`src/rtl/ex_div_ctrl.sv`:
```
// RV32M divide/remainder sequencer beside the EX-stage ALU: radix-2 restoring
// division, one quotient bit per cycle, with divide-by-zero and overflow early-out.
module ex_div_ctrl #(
  parameter int XLEN = 32
) (
  input  logic            clk,
  input  logic            rst,
  input  logic            start,
  input  logic [1:0]      op,
  input  logic [XLEN-1:0] rs1_data,
  input  logic [XLEN-1:0] rs2_data,
  input  logic [4:0]      rd,
  input  logic            flush,
  output logic            stall,
  output logic            done,
  output logic [XLEN-1:0] result,
  output logic [4:0]      result_rd
);

  localparam int CNT_W = $clog2(XLEN);
  localparam logic [XLEN-1:0] INT_MIN = {1'b1, {(XLEN-1){1'b0}}};

  typedef enum logic [1:0] {IDLE, CALC, DONE} state_e;

  state_e            state_q, state_d;
  logic [CNT_W-1:0]  cnt_q, cnt_d;
  logic [XLEN-1:0]   rem_q, rem_d, quo_q, quo_d, dvs_q, dvs_d;
  logic [XLEN-1:0]   result_q, result_d;
  logic [1:0]        op_q, op_d;
  logic [4:0]        rd_q, rd_d, result_rd_q, result_rd_d;
  logic              nega_q, nega_d, negb_q, negb_d;

  function automatic logic [XLEN-1:0] fix_result(input logic [1:0] o,
                                                  input logic [XLEN-1:0] q,
                                                  input logic [XLEN-1:0] r,
                                                  input logic na,
                                                  input logic nb);
    case (o)
      2'b00:   fix_result = (na ^ nb) ? -q : q;
      2'b01:   fix_result = q;
      2'b10:   fix_result = na ? -r : r;
      default: fix_result = r;
    endcase
  endfunction

  logic              is_signed, a_neg, b_neg, ovf;
  logic [XLEN-1:0]   a_mag, b_mag, quo_sh, rem_nx;
  logic [XLEN:0]     rem_sh, trial;

  assign is_signed = ~op[0];
  assign a_neg     = is_signed & rs1_data[XLEN-1];
  assign b_neg     = is_signed & rs2_data[XLEN-1];
  assign a_mag     = a_neg ? -rs1_data : rs1_data;
  assign b_mag     = b_neg ? -rs2_data : rs2_data;
  assign ovf       = is_signed & (rs1_data == INT_MIN) & (rs2_data == '1);

  // Remainder stays below the divisor, so the XLEN+1 bit trial sign is exact.
  assign rem_sh = {rem_q, quo_q[XLEN-1]};
  assign trial  = rem_sh - {1'b0, dvs_q};
  assign quo_sh = {quo_q[XLEN-2:0], ~trial[XLEN]};
  assign rem_nx = trial[XLEN] ? rem_sh[XLEN-1:0] : trial[XLEN-1:0];

  always_comb begin
    state_d     = state_q;
    cnt_d       = cnt_q;
    rem_d       = rem_q;
    quo_d       = quo_q;
    dvs_d       = dvs_q;
    op_d        = op_q;
    rd_d        = rd_q;
    nega_d      = nega_q;
    negb_d      = negb_q;
    result_d    = result_q;
    result_rd_d = result_rd_q;
    case (state_q)
      IDLE: begin
        if (start && !flush) begin
          op_d   = op;
          rd_d   = rd;
          nega_d = a_neg;
          negb_d = b_neg;
          dvs_d  = b_mag;
          if (rs2_data == '0) begin
            state_d     = DONE;
            result_d    = op[1] ? rs1_data : '1;
            result_rd_d = rd;
          end else if (ovf) begin
            state_d     = DONE;
            result_d    = op[1] ? '0 : INT_MIN;
            result_rd_d = rd;
          end else begin
            state_d = CALC;
            cnt_d   = CNT_W'(XLEN - 1);
            rem_d   = '0;
            quo_d   = a_mag;
          end
        end
      end
      CALC: begin
        if (flush) begin
          state_d = IDLE;
        end else begin
          rem_d = rem_nx;
          quo_d = quo_sh;
          if (cnt_q == '0) begin
            state_d     = DONE;
            result_d    = fix_result(op_q, quo_sh, rem_nx, nega_q, negb_q);
            result_rd_d = rd_q;
          end else begin
            cnt_d = cnt_q - CNT_W'(1);
          end
        end
      end
      default: state_d = IDLE;
    endcase
  end

  always_ff @(posedge clk or negedge rst) begin
    if (!rst) begin
      state_q     <= IDLE;
      cnt_q       <= '0;
      rem_q       <= '0;
      quo_q       <= '0;
      dvs_q       <= '0;
      op_q        <= '0;
      rd_q        <= '0;
      nega_q      <= 1'b0;
      negb_q      <= 1'b0;
      result_q    <= '0;
      result_rd_q <= '0;
    end else begin
      state_q     <= state_d;
      cnt_q       <= cnt_d;
      rem_q       <= rem_d;
      quo_q       <= quo_d;
      dvs_q       <= dvs_d;
      op_q        <= op_d;
      rd_q        <= rd_d;
      nega_q      <= nega_d;
      negb_q      <= negb_d;
      result_q    <= result_d;
      result_rd_q <= result_rd_d;
    end
  end

  // Stall releases in the flush cycle so the redirect can proceed immediately.
  always_comb begin
    stall = 1'b0;
    case (state_q)
      IDLE:    stall = rst & start & ~flush;
      CALC:    stall = rst & ~flush;
      default: stall = 1'b0;
    endcase
  end

  assign done      = rst & (state_q == DONE) & ~flush;
  assign result    = result_q;
  assign result_rd = result_rd_q;

endmodule
```
`config.mk`:
```
export PLATFORM = sky130hd
export DESIGN_NAME = ex_div_ctrl
export DESIGN_NICKNAME = d
export VERILOG_FILES = /design/src/rtl/ex_div_ctrl.sv
export SDC_FILE = /design/constraint.sdc
export NUM_CORES = 1
export LEC_CHECK = 0
export BUFFER_PORTS_ARGS = -buffer_cell sky130_fd_sc_hd__buf_2
export CAP_MARGIN = 30
export CORE_UTILIZATION = 30
export DETAILED_ROUTE_END_ITERATION = 16
export PLACE_DENSITY_LB_ADDON = 0.05
export RECOVER_POWER = 100
export SLEW_MARGIN = 10
export SYNTH_ARGS = -nofsm -noshare
export SYNTH_HDL_FRONTEND = slang
export SYNTH_SLANG_ARGS = --single-unit
```
`constraint.sdc`:
```
create_clock -name clk -period 5.2 [get_ports clk]
set_input_delay 1.04 -clock clk [delete_from_list [all_inputs] [get_ports clk]]
set_output_delay 1.04 -clock clk [all_outputs]
set_load 0.005 [all_outputs]
```
==> impl_metrics.py, run 1 <==
metrics = {
    "floorplanning": {
        "fp.dieW_um": 204,
        "num_io_pins": 114,
        "rows": 73,
        "fp.dieArea_sq_mm": 0.0418,
        "fp.coreArea_sq_mm": 0.0401,
        "die_h_um": 204,
        "start_util_pct": 30.7,
    },
    "worst_setup_path": {
        "end_kind": "register",
        "crit_arrival_ps": 5210,
        "critPathLaunchType": "register",
        "ff2ff_setup_slack_ps": 330,
        "cp_top_family": "compound AO/OA/AOI/OAI gates",
        "crit_chain": "inv_1 > ha_1 > inv_1 > fa_1 > a211oi_2 > o211ai_1 > a31oi_4 > a2111oi_4 > o21a_2 > nor2_8 > inv_2 > mux2i_1 > ha_1 > nand3_1 > or4_1 > nor3_2 > nor2_1 > a211oi_4 > nor4b_2 > mux2i_1 > o21ai_1",
        "critPathRequiredTime_ps": 5540,
        "critPathKind": "register to register",
        "critPathBufInv": 3,
        "crit_fanout": 6,
        "cp_slowest_cell": "a2111oi_4",
        "max_stage_delay_ps": 470,
    },
    "power": {
        "intPower_mw": 4.48,
        "pwr-share-comb_pct": 67.3,
        "seqPwrFrac_pct": 18.4,
        "clockPowerShare_pct": 14.2,
        "power.density_mw_per_mm2": 648,
        "ir_drop_v": 0.000362,
        "p_sw_share_pct": 51.3,
        "power.leakage_nw": 5.89,
        "p_sw_mw": 4.72,
        "total_power_mw": 9.20,
    },
    "clocking": {
        "clockBufferDepth": 2,
        "numCtsBuffers": 17,
        "clk_pin_slew_ps": 70,
        "clk_latency_ps": 470,
        "clock-sinks": 149,
        "cts_tree": "built",
        "htree_levels": 4,
        "cts_root_buffer": "clkbuf_16",
    },
    "finish": {
        "layout-drive-gt1-share_pct": 11.9,
        "final_cell_mix": "212 x nand2_1, 187 x o21ai_0, 151 x a21oi_1",
        "final_common_cell": "nand2_1",
        "multiInputGateArea_sq_mm": 0.00797,
        "antenna_cells": 0,
        "areaGrowthSynthToFinish_pct": 15.5,
        "nets": 1837,
        "fillers": 4345,
        "seqCellArea_sq_mm": 0.00373,
    },
    "timing": {
        "worstMarginPinSlew_ps": 2780,
        "maxSlewViolCount": 224,
        "setup_viol": 0,
        "fmax_ghz": 0.205,
        "period_minus_slack_ps": 4870,
        "period_share_pct": 93.7,
        "hold_violations": 0,
        "whs_ps": 477,
        "fin_skew_ps": 22.7,
        "slew-limit-headroom_pct": -85.0,
        "setup_ws_ps": 328,
        "tns_ps": 0,
        "grt_setup_unrepaired": "false",
    },
    "global_route": {
        "grt_pass1_vias": 11900,
        "overflow": 0,
        "antenna_found_initial": 0,
        "grt_usage_pct": 22.9,
        "grt_pass1_wl_mm": 72.3,
        "grt_max_degree": 122,
    },
    "synthesis": {
        "synth_warnings": 0,
        "syn_nets": 1732,
        "async_reset_ff_share_pct": 100,
        "synth.area.top_cells": "dfrtp_1 30%, o21ai_0 7.6%, nand2_1 6.5%, a21oi_1 6.1%, nor2_1 4.6%",
        "synth_area_sq_mm": 0.0123,
        "post_synth_num_cell_types": 85,
        "yosysSeqAreaShare_pct": 30.3,
        "yosysTopAreaCell": "dfrtp_1",
        "netlist_instances": 1617,
        "synth-edff-count": 0,
        "avgSynthCellArea_sq_um": 7.60,
        "synth_top_area_share_pct": 30.3,
        "synth-seq-cells": 149,
        "synth_top_flop_cell": "dfrtp_1",
    },
    "min_path": {
        "min-delay-path-class": "register to register",
    },
    "placed_design": {
        "place_ws_ps": 146,
        "dp_hpwl_mm": 35.9,
        "port_buffers": 113,
        "place.gp.congestion": 0.869,
    },
    "drt": {
        "ant_nets": 0,
        "drt_iter0_drc": 676,
        "post-route-drc-count": 0,
        "routed_wl_mm": 47.0,
        "vias": 12300,
        "viasPerCell": 5.42,
        "dr.pass1.iters": 5,
        "wl_per_cell_um": 20.8,
    },
    "flow_run": {
        "cap_viol_max_count": 3,
    },
    "run_status": {
        "status": "complete, but fails checks",
        "violations": "max-capacitance violations, max-slew violations",
    },
}
[worst paths after layout]
check / start / depth (start not counted) / to
max: quo_q[31]$_DFFE_PN0P_ / 21 / result[30]$_DFFE_PN0P_
min: result[1]$_DFFE_PN0P_ / 2 / result[1]$_DFFE_PN0P_
max in group asynchronous: rst / 2 / result[29]$_DFFE_PN0P_
min in group asynchronous: rst / 1 / rem_q[19]$_DFFE_PN0P_
max reg2reg: quo_q[31]$_DFFE_PN0P_ / 21 / result[30]$_DFFE_PN0P_
min reg2reg: result[1]$_DFFE_PN0P_ / 2 / result[1]$_DFFE_PN0P_
[registers in the layout (all words and copies together), names as in the netlist]
signal and count:
nega_q 1, state_q 2, rem_q 32, quo_q 32, op_q 2, rd_q 5
negb_q 1, dvs_q 32, cnt_q 5, result_rd 5, result 32
[repair_timing]
item                                    4_1_cts  5_1_grt
hold endpoints to repair                      0        0
endpoints found under the setup margin        0        9
setup buffers                                 0        2
gates resized for setup                       0        4
hold buffers                                  0        0
[tightest hold or removal path: cells and delay by family (launching register included)]
kind | cells | cell delay [ps]
flops | 1 | 350
simple gates | 2 | 100
[metal layers]
metal	vias up	track usage, %	part of all wire (%)
met2	256	36.9	47
li1	6024	-	-
met1	5950	31.9	48
met4	0	5.36	1.1
met3	30	3.40	3.8
met5	-	0	0
[power by group through the flow]
stage                     Combinational, mW  Clock, mW  Sequential [mW]
final                                  6.19       1.31             1.70
after global routing                   6.78       1.39             1.73
after CTS                              6.17       1.36             1.69
after detailed placement               6.14          0             1.71
after global placement                 6.15          0             1.71
after floorplan                        4.24          0             1.60
[through the flow]
| step | instances | util, % | instance area (sq um) |
|---|---|---|---|
| finish | 2260 | 35.4 | 14200 |
| global route | 2260 | 35.4 | 14200 |
| CTS | 2258 | 35.6 | 14300 |
| detailed placement | 2226 | 34.1 | 13700 |
| global placement | 2225 | 34.1 | 13700 |
| floorplan | 1617 | - | 12300 |
[layout make-up]
| cell class | count | share of cell area [%] |
|---|---|---|
| Tap cell | 525 | 4.63 |
| Inverter | 63 | 1.67 |
| Timing Repair Buffer | 180 | 7.15 |
| Multi-Input combinational cell | 1311 | 56.1 |
| Clock buffer | 19 | 3.05 |
| Clock inverter | 13 | 1.11 |
| Sequential cell | 149 | 26.3 |
[Yosys cell counts (all sizes together), types with 25 or more instances]
| cell | instances |
|---|---|
| clkbuf | 70 |
| inv | 62 |
| nor2 | 150 |
| o31ai | 25 |
| or3 | 27 |
| xor2 | 61 |
| a31oi | 40 |
| dfrtp | 149 |
| nor3 | 41 |
| nand2 | 214 |
| ha | 39 |
| xnor2 | 60 |
| o21ai | 196 |
| a21oi | 151 |
[logic make-up (layout without fill, tap and decap cells)]
| kind of cell | Yosys count | in the layout | share of synthesized area (%) |
|---|---|---|---|
| compound gates | 553 | 553 | 27.7 |
| xor+xnor | 121 | 121 | 8.62 |
| fa+ha+maj | 40 | 40 | 4.13 |
| buf+inv | 157 | 275 | 5.14 |
| flops | 149 | 149 | 30.3 |
| mux | 30 | 30 | 2.50 |
| simple gates | 567 | 567 | 21.6 |
Power figures use the tool's default switching activity.
==> inputs of run 2 (changes only) <==
- CELL_PAD_IN_SITES_DETAIL_PLACEMENT: unset -> 0
- CELL_PAD_IN_SITES_GLOBAL_PLACEMENT: unset -> 1
- GPL_TIMING_DRIVEN: unset -> 0
- clock period: 5.2 -> 4.6 ns (I/O delays scaled with it)
==> impl_metrics.py, run 2 (synthesized netlist as in run 1, its figures left out) <==
metrics = {
    "power": {
        "total_power_mw": 11.2,
        "power.leakage_nw": 5.92,
        "seqPwrFrac_pct": 17.3,
        "pwr-share-comb_pct": 69.5,
        "power.density_mw_per_mm2": 769,
        "p_sw_share_pct": 53.2,
        "intPower_mw": 5.26,
        "ir_drop_v": 0.000347,
        "clockPowerShare_pct": 13.2,
        "p_sw_mw": 5.97,
    },
    "timing": {
        "period_share_pct": 111,
        "maxSlewViolCount": 93,
        "setup_ws_ps": -485,
        "fin_skew_ps": 16.0,
        "worstMarginPinSlew_ps": 2590,
        "setup_viol": 15,
        "period_minus_slack_ps": 5090,
        "tns_ps": -4830,
        "fmax_ghz": 0.197,
        "hold_violations": 0,
        "grt_setup_unrepaired": "true",
        "slew-limit-headroom_pct": -72.5,
    },
    "finish": {
        "layout.cells.non_filler": 2317,
        "final_cell_area_sq_mm": 0.0146,
        "nets": 1893,
        "final_cell_mix": "213 x nand2_1, 183 x o21ai_0, 147 x nor2_1, 147 x dfrtp_1, 146 x a21oi_1",
        "areaGrowthSynthToFinish_pct": 18.7,
        "final_common_cell": "nand2_1",
        "utilization_pct": 36.4,
        "layout-drive-gt1-share_pct": 12.6,
    },
    "clocking": {
        "cts_tree": "built",
        "clock-sinks": 149,
        "clk_pin_slew_ps": 80,
        "htree_levels": 4,
        "cts_root_buffer": "clkbuf_16",
        "clockBufferDepth": 2,
        "numCtsBuffers": 17,
        "clk_latency_ps": 490,
    },
    "global_route": {
        "grt_pass1_wl_mm": 79.7,
        "grt_usage_pct": 26.1,
        "grt_pass1_vias": 12500,
        "grt.busiest_layer": "met2",
        "grt_util_met1_pct": 37.6,
        "grt.met3_usage_pct": 4.97,
        "overflow": 0,
        "antenna_found_initial": 1,
        "grt_max_degree": 93,
        "grt_util_met2_pct": 38.9,
    },
    "placed_design": {
        "dp_hpwl_mm": 42.0,
        "dp_cells": 2261,
        "port_buffers": 113,
        "placed_cell_area_sq_mm": 0.0137,
        "place.gp.congestion": 0.906,
    },
    "floorplanning": {
        "die_h_um": 204,
        "fp.dieW_um": 204,
        "fp.coreArea_sq_mm": 0.0401,
        "rows": 73,
        "fp.dieArea_sq_mm": 0.0418,
        "num_io_pins": 114,
        "start_util_pct": 30.7,
    },
    "drt": {
        "ant_nets": 0,
        "dr.pass1.iters": 6,
        "drt_iter0_drc": 1012,
        "routed_wl_mm": 53.2,
        "vias": 12800,
        "wl_per_cell_um": 23.0,
        "post-route-drc-count": 0,
        "viasPerCell": 5.54,
    },
    "run_status": {
        "violations": "max-capacitance violations, max-slew violations, negative setup slack",
        "status": "complete, but fails checks",
    },
    "worst_setup_path": {
        "crit_fanout": 4,
        "startpoint": "quo_q[31]$_DFFE_PN0P_",
        "critPathLaunchType": "register",
        "r2r_cells": 24,
        "critPathKind": "register to register",
        "end_kind": "register",
        "ff2ff_setup_slack_ps": -490,
        "endpoint": "result[30]$_DFFE_PN0P_",
        "crit_arrival_ps": 5450,
        "critPathRequiredTime_ps": 4970,
        "worstReg2RegEnd": "result[30]$_DFFE_PN0P_",
        "r2r-start": "quo_q[31]$_DFFE_PN0P_",
    },
    "min_path": {
        "min-delay-path-class": "input pin to asynchronous set/reset pin",
    },
    "flow_run": {
        "cap_viol_max_count": 1,
    },
}
## run 2: worst min-delay path by stage
stage | slack, ps | cells past startpoint | to
floorplan | 450 | 2 | rd_q[0]$_DFFE_PN0P_
global placement | 450 | 2 | result[1]$_DFFE_PN0P_
detailed placement | 450 | 2 | result[1]$_DFFE_PN0P_
CTS | 330 | 1 | dvs_q[23]$_DFFE_PN0P_
global route | 350 | 1 | dvs_q[23]$_DFFE_PN0P_
finish | 320 | 1 | dvs_q[22]$_DFFE_PN0P_
## run 2: cell type report
type                    instances  area [sq um]
multi-input cells            1311          8180
repair buffers                144           753
well taps                     525           657
fillers                      4341         25500
plain buffers                  92           433
flip-flops and latches        149          3730
inverters                      63           236
clock buffers                  19           453
clock inverters                13           141
diodes                          1          2.50
## run 2: stage by stage
step	worst slack [ps]	hold slack [ps]
finish	-485	319
global placement	-1740	452
detailed placement	-1710	455
global route	-682	347
CTS	-856	333
floorplan	-325	446
## run 2: repair_timing
| item | 4_1_cts | 5_1_grt |
|---|---|---|
| gates resized for setup | 40 | 24 |
| endpoints found under the setup margin | 47 | 42 |
| pin swaps | 25 | 20 |
| hold endpoints to repair | 0 | 0 |
| buffers inserted | 21 | 4 |
| hold buffers | 0 | 0 |
## run 2: critical path, stage by stage (launching register included)
cell,delay (ps)
dfrtp_2,440
inv_2,80
ha_4,120
inv_2,30
fa_2,360
a211oi_2,250
o211ai_1,230
a31oi_4,300
a2111oi_4,140
buf_4,180
nor3_4,340
nor2_8,50
inv_2,80
buf_8,120
buf_12,130
mux2i_4,270
ha_4,170
nand3_2,60
or4_4,450
nor3_4,180
nor2_4,90
a211oi_4,280
nor4b_4,270
mux2i_1,240
o21ai_1,90
## run 2: power by group through the flow
stage / Sequential (mW) / Clock, mW / Combinational [mW]
2_1_floorplan: 1.82 / 0 / 4.93
3_3_place_gp: 1.97 / 0 / 6.94
5_1_grt: 1.99 / 1.56 / 8.45
3_5_place_dp: 1.97 / 0 / 6.96
4_1_cts: 1.95 / 1.51 / 7.58
6_report: 1.95 / 1.48 / 7.80
## run 2: metal layers
layer  wire [um]  vias to the layer above
met3        2840                       51
met2       23200                      344
li1            -                     6149
met4        1050                        0
met5           0                        -
met1       26200                     6301
